**src/rtl/itu656_pkg.sv**
```systemverilog
// Shared types and constants for the BT.656 decoder: FSM encodings, TRS bytes,
// XY bit positions and the XY protection-bit function.
package itu656_pkg;

    typedef enum logic [1:0] {
        TRS_HUNT,
        TRS_T1,
        TRS_T2,
        TRS_T3
    } trs_state_t;

    typedef enum logic [2:0] {
        PIX_IDLE,
        PIX_CB,
        PIX_Y0,
        PIX_CR,
        PIX_Y1
    } pix_state_t;

    localparam logic [7:0] TRS_FF = 8'hFF;
    localparam logic [7:0] TRS_00 = 8'h00;

    localparam int XY_ONE = 7;
    localparam int XY_F   = 6;
    localparam int XY_V   = 5;
    localparam int XY_H   = 4;

    // Wide enough to count past any sane line length so the length check stays exact.
    localparam int PAIR_CNT_W = 11;
    localparam int X_MAX      = 511;

    function automatic logic [3:0] prot_bits(input logic f, input logic v, input logic h);
        return {v ^ h, f ^ h, f ^ v, f ^ v ^ h};
    endfunction

endpackage

```
**src/rtl/itu656_trs_detect.sv**
```systemverilog
// Timing-reference (FF 00 00 XY) matcher. Optional XY protection checking is
// compiled in with ITU656_PROT_CHECK_EN.
module itu656_trs_detect
    import itu656_pkg::*;
(
    input  logic       clk,
    input  logic       reset_n,
    input  logic [7:0] in_data,
    output logic       trs_hit,
    output logic       f,
    output logic       v,
    output logic       h,
    output logic       prot_fail
);

    trs_state_t state_reg;
    trs_state_t state_next;
    logic       xy_ok;

    assign f = in_data[XY_F];
    assign v = in_data[XY_V];
    assign h = in_data[XY_H];

`ifdef ITU656_PROT_CHECK_EN
    assign xy_ok     = in_data[XY_ONE] && (in_data[3:0] == prot_bits(f, v, h));
    assign prot_fail = (state_reg == TRS_T3) && in_data[XY_ONE] && !xy_ok;
`else
    assign xy_ok     = in_data[XY_ONE];
    assign prot_fail = 1'b0;
`endif

    always_ff @(posedge clk or negedge reset_n) begin
        if (!reset_n) begin
            state_reg <= TRS_HUNT;
        end else begin
            state_reg <= state_next;
        end
    end

    // A stray FF always restarts the preamble rather than dropping to HUNT.
    always_comb begin
        state_next = TRS_HUNT;
        trs_hit    = 1'b0;
        case (state_reg)
            TRS_HUNT: begin
                if (in_data == TRS_FF) state_next = TRS_T1;
            end
            TRS_T1: begin
                if (in_data == TRS_00)      state_next = TRS_T2;
                else if (in_data == TRS_FF) state_next = TRS_T1;
            end
            TRS_T2: begin
                if (in_data == TRS_00)      state_next = TRS_T3;
                else if (in_data == TRS_FF) state_next = TRS_T1;
            end
            TRS_T3: begin
                if (xy_ok)                  trs_hit    = 1'b1;
                else if (in_data == TRS_FF) state_next = TRS_T1;
            end
            default: state_next = TRS_HUNT;
        endcase
    end

endmodule

```
**src/rtl/itu656_decoder.sv**
```systemverilog
// BT.656 byte-stream decoder: locks on a vertical-blanking EAV, then emits
// Cb-Y-Cr-Y pairs with position, field and line-length status. Optional
// protection-bit checking is enabled with ITU656_PROT_CHECK_EN.
module itu656_decoder
    import itu656_pkg::*;
#(
    parameter int PAIRS_PER_LINE = 360,
    parameter int LINE_W         = 10
) (
    input  logic              clk,
    input  logic              reset_n,
    input  logic [7:0]        in_data,
    output logic              out_valid,
    output logic [7:0]        out_cb,
    output logic [7:0]        out_y0,
    output logic [7:0]        out_cr,
    output logic [7:0]        out_y1,
    output logic              out_sof,
    output logic              out_eol,
    output logic [8:0]        out_x,
    output logic [LINE_W-1:0] out_line,
    output logic              out_field,
    output logic              locked,
    output logic              len_err,
    output logic              prot_err
);

    logic trs_hit;
    logic trs_f;
    logic trs_v;
    logic trs_h;
    logic prot_fail;

    itu656_trs_detect u_trs_detect (
        .clk       (clk),
        .reset_n   (reset_n),
        .in_data   (in_data),
        .trs_hit   (trs_hit),
        .f         (trs_f),
        .v         (trs_v),
        .h         (trs_h),
        .prot_fail (prot_fail)
    );

    pix_state_t            pix_state_reg;
    pix_state_t            pix_state_next;
    logic                  cap_cb;
    logic                  cap_y0;
    logic                  cap_cr;
    logic                  emit;
    logic                  sav_active;
    logic                  eav_hit;
    logic [7:0]            cb_reg;
    logic [7:0]            y0_reg;
    logic [7:0]            cr_reg;
    logic [PAIR_CNT_W-1:0] pair_cnt_reg;
    logic [8:0]            x_sat;
    logic                  line_active_reg;
    logic                  need_clear_reg;
    logic                  sof_pending_reg;

    assign sav_active = trs_hit && !trs_h && !trs_v && locked;
    assign eav_hit    = trs_hit && trs_h;
    assign x_sat      = (pair_cnt_reg > PAIR_CNT_W'(X_MAX)) ? 9'(X_MAX) : pair_cnt_reg[8:0];

    always_ff @(posedge clk or negedge reset_n) begin
        if (!reset_n) begin
            pix_state_reg <= PIX_IDLE;
        end else begin
            pix_state_reg <= pix_state_next;
        end
    end

    // Any FF while collecting a pair is the start of a TRS; the partial pair is dropped.
    always_comb begin
        pix_state_next = pix_state_reg;
        cap_cb         = 1'b0;
        cap_y0         = 1'b0;
        cap_cr         = 1'b0;
        emit           = 1'b0;
        if (trs_hit) begin
            pix_state_next = sav_active ? PIX_CB : PIX_IDLE;
        end else if (in_data == TRS_FF) begin
            pix_state_next = PIX_IDLE;
        end else begin
            case (pix_state_reg)
                PIX_CB: begin
                    cap_cb         = 1'b1;
                    pix_state_next = PIX_Y0;
                end
                PIX_Y0: begin
                    cap_y0         = 1'b1;
                    pix_state_next = PIX_CR;
                end
                PIX_CR: begin
                    cap_cr         = 1'b1;
                    pix_state_next = PIX_Y1;
                end
                PIX_Y1: begin
                    emit           = 1'b1;
                    pix_state_next = PIX_CB;
                end
                default: pix_state_next = PIX_IDLE;
            endcase
        end
    end

    always_ff @(posedge clk or negedge reset_n) begin
        if (!reset_n) begin
            cb_reg <= '0;
            y0_reg <= '0;
            cr_reg <= '0;
        end else begin
            if (cap_cb) cb_reg <= in_data;
            if (cap_y0) y0_reg <= in_data;
            if (cap_cr) cr_reg <= in_data;
        end
    end

    always_ff @(posedge clk or negedge reset_n) begin
        if (!reset_n) begin
            out_valid       <= 1'b0;
            out_cb          <= '0;
            out_y0          <= '0;
            out_cr          <= '0;
            out_y1          <= '0;
            out_sof         <= 1'b0;
            out_eol         <= 1'b0;
            out_x           <= '0;
            out_line        <= '0;
            out_field       <= 1'b0;
            locked          <= 1'b0;
            len_err         <= 1'b0;
            pair_cnt_reg    <= '0;
            line_active_reg <= 1'b0;
            need_clear_reg  <= 1'b0;
            sof_pending_reg <= 1'b0;
        end else begin
            out_valid <= emit;
            out_sof   <= emit && sof_pending_reg;
            out_eol   <= 1'b0;

            if (emit) begin
                out_cb          <= cb_reg;
                out_y0          <= y0_reg;
                out_cr          <= cr_reg;
                out_y1          <= in_data;
                out_x           <= x_sat;
                sof_pending_reg <= 1'b0;
                if (pair_cnt_reg != '1) pair_cnt_reg <= pair_cnt_reg + 1'b1;
            end

            if (trs_hit) begin
                out_field <= trs_f;
                // Any blanking code arms the line-counter clear for the next active SAV.
                if (trs_v) need_clear_reg <= 1'b1;
            end

            if (eav_hit) begin
                if (trs_v) locked <= 1'b1;
                if (line_active_reg) begin
                    line_active_reg <= 1'b0;
                    out_eol         <= 1'b1;
                    if (pair_cnt_reg != PAIR_CNT_W'(PAIRS_PER_LINE)) len_err <= 1'b1;
                    if (out_line != '1) out_line <= out_line + 1'b1;
                end
            end

            if (sav_active) begin
                line_active_reg <= 1'b1;
                pair_cnt_reg    <= '0;
                out_x           <= '0;
                if (need_clear_reg) begin
                    out_line        <= '0;
                    need_clear_reg  <= 1'b0;
                    sof_pending_reg <= 1'b1;
                end
            end
        end
    end

`ifdef ITU656_PROT_CHECK_EN
    always_ff @(posedge clk or negedge reset_n) begin
        if (!reset_n) begin
            prot_err <= 1'b0;
        end else if (prot_fail) begin
            prot_err <= 1'b1;
        end
    end
`else
    logic unused_prot_fail;
    assign unused_prot_fail = prot_fail;
    assign prot_err         = 1'b0;
`endif

endmodule
```
**config.mk**
```make
export PLATFORM = sky130hd
export DESIGN_NAME = itu656_decoder
export DESIGN_NICKNAME = d
export VERILOG_FILES = /design/src/rtl/itu656_pkg.sv /design/src/rtl/itu656_trs_detect.sv /design/src/rtl/itu656_decoder.sv
export SDC_FILE = /design/constraint.sdc
export NUM_CORES = 1
export LEC_CHECK = 0
export CORE_MARGIN = 2
export CORE_UTILIZATION = 57
export CTS_CLUSTER_SIZE = 12
export DETAILED_ROUTE_END_ITERATION = 16
export MAX_ROUTING_LAYER = met4
export PLACE_DENSITY = 0.82
export RECOVER_POWER = 25
export SLEW_MARGIN = 20
export SYNTH_ARGS = -nofsm -noshare
export SYNTH_HDL_FRONTEND = slang
export SYNTH_SLANG_ARGS = --single-unit
```
**constraint.sdc**
```tcl
create_clock -name clk -period 6.1 [get_ports clk]
set_clock_uncertainty 0.2 [all_clocks]
set_input_delay 0.61 -clock clk [delete_from_list [all_inputs] [get_ports clk]]
set_output_delay 0.61 -clock clk [all_outputs]
set_load 0.05 [all_outputs]
```
; After elaboration in Yosys (flattened, before gate mapping)
; Cells that the tools add are included.
[totals]
reg_bits = 100
inputBits = 10
output_inout_bits = 58
wordCells = 95
[op_classes]
n_addsub = 2
order_cmp = 1
n_eq_ne = 11
muxes = 45
n_reduce_logical = 15
[op_table]
columns = operator, n
row1 = two-way mux 10 bit, 5
row2 = two-way mux 11 bit, 3
row3 = two-way mux 1 bit, 27
row4 = two-way mux 9 bit, 3
row5 = case mux 3 bit (4 select lines), 1
row6 = adder 11 x 1 -> 11 bit (second input constant), 1
row7 = > comparator 11 x 9 -> 1 bit (second input constant), 1
row8 = inequality test 11 bit (second input constant), 1
row9 = inequality test 11 x 9 -> 1 bit (second input constant), 1
row10 = adder 10 x 1 -> 10 bit (second input constant), 1
row11 = inequality test 10 bit (second input constant), 1
row12 = equality test 8 bit (second input constant), 1
row13 = logical NOT 8 bit, 1
row14 = case mux 2 bit (4 select lines), 1
row15 = equality test 3 x 2 -> 1 bit (second input constant), 2
row16 = two-way mux 2 bit, 3
row17 = two-way mux 3 bit, 2
row18 = nonzero test 2 bit, 3
row19 = logical AND 1 bit, 5
row20 = equality test 2 bit (second input constant), 2
row21 = AND reduction 2 bit, 2
row22 = equality test 3 x 1 -> 1 bit (second input constant), 1
row23 = equality test 3 bit (second input constant), 1
row24 = AND reduction 3 bit, 1
row25 = other kinds (3), 4

; Logic depth before layout (Yosys ltp)
; Gate-level depths: netlist (run 1).
[depth]
ltp_word = 7
depth_mapped = 7
depth_no_buf = 6

; Hierarchy
; Synthesis (run 1) repeated with hierarchy kept, for this count alone.
[hier_totals]
cells_unflattened = 420
area_unflattened_um2 = 4312.9
[modules_own_cells]
columns = mod, instances, cells_each, area_each_um2, seq_area_each_um2
row1 = itu656_decoder, 1, 403, 4145.2, 2452.4
row2 = itu656_trs_detect, 1, 17, 167.7, 50.0

; Worst setup path after synthesis (run 1)
; No wires, ideal clock.
[synth_timing]
kind = register -> register
startpoint = register out_line[0]
endpoint = register out_line[2]
setup_time_ps = 85
arrival_ps = 1875
required_time_ps = 5815
path_slack_ps = 3940
path_stages_with_launch = 7
path_buffers = 0
period_less_slack_ps = 2160
cell_sequence = dfrtp_1 > ha_1 > nand3_1 > nor3_1 > nor2_1 > nand2_1 > mux2i_1
[synth_between]
elab_chain_cells = 6
word_cells_on_any_way = 7
cone_classes = 1 x add/sub / 1 x eq/ne / 5 x mux
[synth_rtl]
columns = element, line_no
row1 = from (decl), itu656_decoder.sv:21  ; output logic [LINE_W-1:0] out_line,
row2 = from (signal assigned), itu656_decoder.sv:165  ; if (out_line != '1) out_line <= out_line + 1'b1;
row3 = adder 10 x 1 -> 10 bit / inequality test 10 bit (equally long branches), itu656_decoder.sv:165
row4 = two-way mux 10 bit (*), itu656_decoder.sv:165
row5 = two-way mux 10 bit (*), itu656_decoder.sv:161  ; if (line_active_reg) begin
row6 = two-way mux 10 bit (*), itu656_decoder.sv:159  ; if (eav_hit) begin
row7 = two-way mux 10 bit, itu656_decoder.sv:173  ; if (need_clear_reg) begin
row8 = two-way mux 10 bit (*), itu656_decoder.sv:169  ; if (sav_active) begin
; Mark *: on every way between the ends. The rest lies on a longest branch, timed or not.
; A chain may end at the register's enable or synchronous reset.

==> results of run 1 <==
[power by group through the flow]
| stage | registers, mW | logic, mW | clock network [mW] |
|---|---|---|---|
| after floorplan | 0.676 | 0.00500 | 0 |
| after global placement | 0.675 | 0.0279 | 0 |
| after detailed placement | 0.676 | 0.0286 | 0 |
| after CTS | 0.662 | 0.0290 | 0.423 |
| after global routing | 0.662 | 0.0305 | 0.447 |
| final | 0.662 | 0.0269 | 0.416 |
[through the flow]
step	setup slack (ps)	hold WS [ps]	std cells
2_1_floorplan	3940	114	407
3_3_place_gp	2590	240	553
3_5_place_dp	2490	251	553
4_1_cts	2860	273	569
5_1_grt	1590	296	569
6_report	2270	273	569
[worst paths after layout]
check / endpoint
max in group clk: pair_cnt_reg[4]
worst max-delay path: out_y1[2]
worst min-delay path: out_cr[7]
min in group asynchronous: out_valid
worst min register to register: out_cr[7]
worst max register to register: pair_cnt_reg[4]
[layout by cell type, fill, tap and decap left out, types with 2 or more instances in the layout]
cell                              count
sky130_fd_sc_hd__a21oi_1             14
sky130_fd_sc_hd__a311oi_1             2
sky130_fd_sc_hd__a31o_2               2
sky130_fd_sc_hd__a31oi_1              4
sky130_fd_sc_hd__and2_1               3
sky130_fd_sc_hd__and3_1               4
sky130_fd_sc_hd__and3_2               3
sky130_fd_sc_hd__and4_1               2
sky130_fd_sc_hd__clkbuf_1             2
sky130_fd_sc_hd__clkbuf_8            10
sky130_fd_sc_hd__clkdlybuf4s50_1     63
sky130_fd_sc_hd__clkinvlp_4           2
sky130_fd_sc_hd__dfrtp_1            100
sky130_fd_sc_hd__dlygate4sd3_1        3
sky130_fd_sc_hd__ha_1                 3
sky130_fd_sc_hd__inv_1                7
sky130_fd_sc_hd__mux2_2              24
sky130_fd_sc_hd__mux2i_1              7
sky130_fd_sc_hd__nand2_1            131
sky130_fd_sc_hd__nand3_1             10
sky130_fd_sc_hd__nand4_1              9
sky130_fd_sc_hd__nor2_1              16
sky130_fd_sc_hd__nor3_1              14
sky130_fd_sc_hd__nor4_1               2
sky130_fd_sc_hd__o21ai_0              6
sky130_fd_sc_hd__or2_2                2
sky130_fd_sc_hd__xnor2_1              6
[worst max-delay path: stages]
cell and delay (ps):
sky130_fd_sc_hd__dlygate4sd3_1 520, sky130_fd_sc_hd__clkbuf_1 1330, sky130_fd_sc_hd__clkbuf_2 1340
[metal layers]
| metal | routed length [microns] | up-vias | global-route usage | part of all wire |
|---|---|---|---|---|
| met5 | 0 | - | - | 0 |
| met4 | 119 | 0 | 0.0936 | 0.014 |
| met3 | 361 | 15 | 0.0492 | 0.041 |
| met2 | 4340 | 92 | 0.356 | 0.49 |
| met1 | 3980 | 1559 | 0.305 | 0.45 |
| li1 | - | 1480 | - | - |
[repair_timing]
item | CTS | global route
hold endpoints to repair | 24 | 0
gates resized for setup | 0 | 0
hold buffers | 1 | 0
[final cells by class]
type                       instances  area, sq um  area share
tap                               99          124      0.0242
clock buffer                      11          141      0.0276
multi-input combinational        278         1590       0.311
inverter                           8         30.0     0.00587
sequential                       100         2500       0.489
clock inverter                     4         50.0     0.00978
timing repair buffer              69          677       0.132
[kinds of logic (layout without fill, tap and decap cells)]
| group | count (synthesis) | in the layout | synth area share |
|---|---|---|---|
| compound gates | 33 | 33 | 0.0525 |
| fa+ha+maj | 3 | 3 | 0.00880 |
| simple gates | 203 | 203 | 0.220 |
| flops | 100 | 100 | 0.586 |
| xor+xnor | 7 | 7 | 0.0144 |
| mux | 31 | 31 | 0.0797 |
| buf+inv | 29 | 92 | 0.0369 |
| other cells | 1 | 1 | 0.000879 |
==> results by group, run 1 <==
Worst setup path
  – CP startpoint kind: primary input
  – R2R Setup Slk: 3360 ps
  – R2R Path Start: u_trs_detect.state_reg[1]
  – Required time worst endpoint: 6100 ps
  – Sort of element at the end of the critical path: asynchronous set/reset pin
  – CP Launch Point: reset_n
  – Crit-path max FO: 65
  – Crit path kind: in2async
  – Number of cell instances on the worst register-to-register path: 5
  – Data arrival time of the worst path: 3830 ps

Timing
  – Final slew viol count: 103
  – Slew margin rel.: -0.241
  – Hold Vio Cnt, Final: 0
  – Setup TNS: 0 ps
  – Maximum frequency from static timing analysis: 261 MHz
  – Tmin final: 3830 ps
  – Setup-failing EPs final: 0
  – Period utilization: 0.629
  – RSZ-0062 raised after global routing: no
  – Actual transition at the worst max-transition pin: 1860 ps

Place
  – Final weighted congestion in routability-driven placement: 0.856
  – Post-detailed-placement half-perimeter wirelength: 5910 microns
  – Quantity of I/O buffers inserted on ports: 66
  – Dpl cell area: 0.00495 sq mm

Clock network
  – Clock Pin Slew Worst Setup and Hold Paths: 100 ps
  – Worst-case clock buffer depth: 2
  – TritonCTS clock tree: yes
  – Cell at the root of the clock tree: sky130_fd_sc_hd__clkbuf_8
  – Clock latency reported for the late side of the worst-skew pair: 360 ps
  – Number of buffers created by CTS: 9
  – Number of sinks driven by the clock tree: 100
  – H-tree levels: 3
  – Number of post-CTS setup repair buffers: 0

Power
  – Switching part of the total power: 0.216
  – Leakage power of the design: 2.58 nW
  – Cell internal pwr: 866 uW
  – Sw power: 239 uW
  – Maximum VDD drop: 0.183 mV
  – Total power after layout: 1.11 mW
  – Power density of the placed cells: 216 mW/mm^2
  – Proportion of power drawn by combinational gates: 0.024
  – Share of power burned in the clock network: 0.376
  – Seq pwr share: 0.599

Global routing
  – Number of global-route vias before repair: 3129
  – Wire length of the first global-routing pass: 14800 microns
  – Initial antenna violation count: 0
  – Global router's overall resource usage: 0.232
  – Largest net degree at the start of global routing: 66
  – Total congestion overflow: 0

Synth
  – Number of warnings reported in the yosys synthesis log: 0
  – Post-synthesis async set-or-reset flop share: 1.00
  – Dominant cells by area after synthesis: sky130_fd_sc_hd__dfrtp_1, sky130_fd_sc_hd__nand2_1, sky130_fd_sc_hd__mux2_2
  – Flops & latches, synth: 100
  – Count of unique library cells instantiated by Yosys: 42
  – Library cell with the highest instance count after synthesis: sky130_fd_sc_hd__nand2_1
  – Cells after synthesis: 407
  – Top cell types by occurrence after synthesis: sky130_fd_sc_hd__nand2_1, sky130_fd_sc_hd__dfrtp_1, sky130_fd_sc_hd__mux2_2, sky130_fd_sc_hd__nor2_1
  – Syn avg cell area: 10.5 sq um
  – Total nets after synthesis: 420
  – Library cell occupying the most area in the post-synthesis netlist: sky130_fd_sc_hd__dfrtp_1
  – Synth Cell Area: 0.00427 sq mm
  – Sequential share of the synthesized area: 0.586
  – Synth Flop Type: sky130_fd_sc_hd__dfrtp_1
  – Share of Yosys cell area claimed by the top area cell type: 0.586
  – Post-synth EDFFs: 0

Final layout
  – Number of nets in the finished design: 479
  – Layout cell share with drive strength beyond 1: 0.119
  – Final instance area: 0.00512 sq mm
  – Final core occ: 0.705
  – Max reg flops: 11
  – Area overhead of the layout relative to synthesis: 19.9%
  – Final antenna diode count: 0
  – Count of filler cells inserted in the layout: 535

Outcome
  – Result of the run: finished with violations
  – Failing checks: max-capacitance violations, max-slew violations

Drt
  – Total number of vias: 3146
  – Via/cell ratio: 5.53
  – Post-DRT Antenna Nets: 0
  – Final wirelength: 8800 microns
  – Count of TritonRoute iterations in the first routing pass: 5
  – Residual DRC: 0
  – Starting DRC count in detailed routing: 153
  – Wire per inst: 15.5 microns

Floorplanning
  – Number of rows created at floorplan: 31
  – Num ports: 68
  – Core region area: 0.00725 sq mm
  – Chip Height: 90.5 microns
  – DIE WIDTH: 90.5 microns
  – Effective utilization at floorplan: 0.588
  – Die outline area: 0.00820 sq mm

Job
  – Max-capacitance violation count: 2

Worst hold path
  – Min-Delay Path Depth: 2
  – Startpoint of the lowest-slack hold path: cr_reg[7]
  – Class of the worst hold path: reg2reg
(Power assumes the default switching activity.)
==> inputs of run 2 (changes only) <==
--- a/config.mk
+++ b/config.mk
@@ -6,11 +6,11 @@
 export NUM_CORES = 1
 export LEC_CHECK = 0
 export CORE_MARGIN = 2
-export CORE_UTILIZATION = 57
+export CORE_UTILIZATION = 53
 export CTS_CLUSTER_SIZE = 12
 export DETAILED_ROUTE_END_ITERATION = 16
 export MAX_ROUTING_LAYER = met4
-export PLACE_DENSITY = 0.82
+export PLACE_DENSITY = 0.77
 export RECOVER_POWER = 25
 export SLEW_MARGIN = 20
 export SYNTH_ARGS = -nofsm -noshare
==> constraint.sdc (replaced) <==
create_clock -name clk -period 3.74 [get_ports clk]
set_clock_uncertainty 0.2 [all_clocks]
set_input_delay 0.374 -clock clk [delete_from_list [all_inputs] [get_ports clk]]
set_output_delay 0.374 -clock clk [all_outputs]
set_load 0.05 [all_outputs]
==> run 2 against run 1 <==
  * The flow still finishes with violations (max-capacitance violations, max-slew violations)
  * Worst hold slack worse by 0.69 ps
  * Via count down 2.5%
  * Sequential share of layout area down 0.68 points
  * Non-clock buffer count up 2
  * Wire length down 0.35%
  * Core utilization down 3.7 points
  * Clock power up 80%
  * Sequential cell count unchanged
  * Global-route usage down 0.53 points
  * Power up 70%
  * Critical path type unchanged
  * Critical endpoint is now out_line[0]
==> results by group, run 2 (synthesis results as in run 1) <==
Timing
  – Setup TNS: 0 ps (unchanged)
  – Setup-failing EPs final: 0 (unchanged)
  – Maximum frequency from static timing analysis: 376 MHz
  – Hold Vio Cnt, Final: 0 (unchanged)
  – Slew margin rel.: -0.318 (-0.0767)
  – RSZ-0062 raised after global routing: no
  – Final slew viol count: 39 (-62%)
  – Period utilization: 0.712
  – Tmin final: 2660 ps
  – Actual transition at the worst max-transition pin: 1980 ps (+115 ps)

Clock network
  – TritonCTS clock tree: yes
  – Number of post-CTS setup repair buffers: 0 (unchanged)
  – H-tree levels: 3 (unchanged)
  – Cell at the root of the clock tree: sky130_fd_sc_hd__clkbuf_8
  – Number of sinks driven by the clock tree: 100 (unchanged)
  – Clock Pin Slew Worst Setup and Hold Paths: 90 ps (about the same)
  – Number of buffers created by CTS: 9 (unchanged)
  – Clock latency reported for the late side of the worst-skew pair: 350 ps (about the same)
  – Worst-case clock buffer depth: 2 (unchanged)
  – Cells resized by post-CTS repair: 0 (unchanged)
  – Number of hold buffers added after cts: 1 (unchanged)

Drt
  – Wire per inst: 15.3 microns (-1.4%)
  – Met3 WL post-DR: 297 microns (-18%)
  – Post-DRT Antenna Nets: 0 (unchanged)
  – Detail Route met2 WL: 4220 microns (-3.0%)
  – Met1 layer wirelength in the final routing: 4090 microns (+2.8%)
  – Starting DRC count in detailed routing: 137 (-10%)
  – Highest layer used for signal routing: met4
  – Final wirelength: 8770 microns (-0.35%)
  – Residual DRC: 0 (unchanged)
  – Count of TritonRoute iterations in the first routing pass: 4 (-1)
  – Via/cell ratio: 5.34 (-3.5%)
  – Total number of vias: 3068 (-2.5%)

Floorplanning
  – Die outline area: 0.00879 sq mm (+7.2%)
  – Number of rows created at floorplan: 32 (+3.2%)
  – Num ports: 68 (unchanged)
  – Chip Height: 93.7 microns (+3.5%)
  – Core region area: 0.00777 sq mm (+7.1%)
  – DIE WIDTH: 93.7 microns (+3.5%)
  – Effective utilization at floorplan: 0.549 (-0.0390)

Global routing
  – Number of global-route vias before repair: 3132 (+0.096%)
  – Initial antenna violation count: 0 (unchanged)
  – Wire length of the first global-routing pass: 15300 microns (+2.8%)
  – Global router's overall resource usage: 0.227 (-0.00533)
  – Largest net degree at the start of global routing: 47 (-29%)
  – Total congestion overflow: 0 (unchanged)

Worst setup path
  – Crit path kind: in2async
  – Required time worst endpoint: 4030 ps (-2070 ps)
  – Crit-path max FO: 38 (-42%)
  – CP startpoint kind: primary input
  – Sort of element at the end of the critical path: asynchronous set/reset pin
  – Cells along the critical path: dlygate4sd3_1 > clkbuf_1 > buf_4
  – Critical path buffers and inverters: 3 (unchanged)
  – Largest delay contributor family on the critical path: buffers and inverters
  – Critical path's slowest cell: sky130_fd_sc_hd__clkbuf_1
  – Data arrival time of the worst path: 2950 ps (-880 ps)
  – Stage delay of the slowest cell on the critical path: 1410 ps (+70 ps)

Place
  – Post-detailed-placement half-perimeter wirelength: 5790 microns (-2.0%)
  – Final weighted congestion in routability-driven placement: 0.886 (+3.5%)
  – Quantity of I/O buffers inserted on ports: 66 (unchanged)

Power
  – Power density of the placed cells: 361 mW/mm^2 (+67%)
  – Maximum VDD drop: 0.247 mV (+35%)
  – Leakage power of the design: 2.61 nW (+0.99%)
  – Total power after layout: 1.88 mW (+70%)

Final layout
  – Final antenna diode count: 0 (unchanged)
  – Area overhead of the layout relative to synthesis: 21.6%
  – Final core occ: 0.668 (-0.0374)
  – Area taken by flip-flops and latches: 0.00250 sq mm (unchanged)
  – Count of filler cells inserted in the layout: 622 (+16%)
  – Most common library cell in the layout ignoring fill and taps: sky130_fd_sc_hd__nand2_1
  – Number of nets in the finished design: 481 (+0.42%)
  – Layout cell share with drive strength beyond 1: 0.127 (+0.00770)
  – Most used cells in the layout excluding fill and tap cells: sky130_fd_sc_hd__nand2_1, sky130_fd_sc_hd__dfrtp_1, sky130_fd_sc_hd__clkdlybuf4s50_1
  – Max reg flops: 11 (unchanged)
  – Multi-input logic area: 0.00162 sq mm (+1.6%)

Outcome
  – Failing checks: max-capacitance violations, max-slew violations
  – Result of the run: finished with violations

Worst hold path
  – Class of the worst hold path: reg2reg

Job
  – Max-capacitance violation count: 1 (-1)
run 2: cell types whose count changed in the layout (fill, tap and decap cells not counted):
cell                         before  now
sky130_fd_sc_hd__buf_4            1    4
sky130_fd_sc_hd__nand3_1         10    8
sky130_fd_sc_hd__nand3_4          0    2
sky130_fd_sc_hd__bufinv_16        1    2
sky130_fd_sc_hd__clkbuf_1         2    3
sky130_fd_sc_hd__clkbuf_2         1    0
sky130_fd_sc_hd__clkinvlp_4       2    1
run 2: area by class of cell:
class / instances / area share
flip-flops and latches: 100 / 0.482
multi-input cells: 278 / 0.312
repair buffers: 71 / 0.134
clock buffers: 12 / 0.0280
well taps: 102 / 0.0246
clock inverters: 4 / 0.0140
inverters: 8 / 0.00579
run 2: worst paths after layout:
path                                           start               to  slack (ps)  cells after the start
min reg2reg                                cr_reg[5]        out_cr[5]         270                      2
max reg2reg                u_trs_detect.state_reg[1]  pair_cnt_reg[4]        1520                      5
max in group clk                          in_data[7]  pair_cnt_reg[4]        1210                      6
max                                          reset_n      out_line[0]        1080                      3
min in group asynchronous                    reset_n        out_cr[3]         910                      2
min                                        cr_reg[5]        out_cr[5]         270                      2
run 2: stage by stage:
| step | instance area (sq um) | cells | setup WS [ps] | hold slack (ps) |
|---|---|---|---|---|
| finish | 5190 | 575 | 1080 | 272 |
| floorplan | 4270 | 407 | 1580 | -122 |
| global placement | 4960 | 558 | 985 | 162 |
| global route | 5190 | 575 | 628 | 300 |
| detailed placement | 4960 | 558 | 944 | 170 |
| CTS | 5190 | 575 | 1310 | 271 |
run 2: metal layers:
metal / track usage / vias up
li1: - / 1481
met1: 0.312 / 1511
met2: 0.346 / 62
met3: 0.0401 / 14
met4: 0.0749 / 0
met5: - / -
run 2: power by group:
| part | leakage, nW | internal, mW | switching [mW] | total (mW) |
|---|---|---|---|---|
| Combinational | 1.12 | 0.0112 | 0.0355 | 0.0466 |
| Sequential | 1.38 | 1.08 | 0.0000454 | 1.08 |
| Clock | 0.107 | 0.395 | 0.354 | 0.749 |
run 2: tightest hold or removal path: cells and delay by family, from the launching register on:
family / cells / cell delay [ps]
flops: 1 / 350
simple gates: 2 / 100
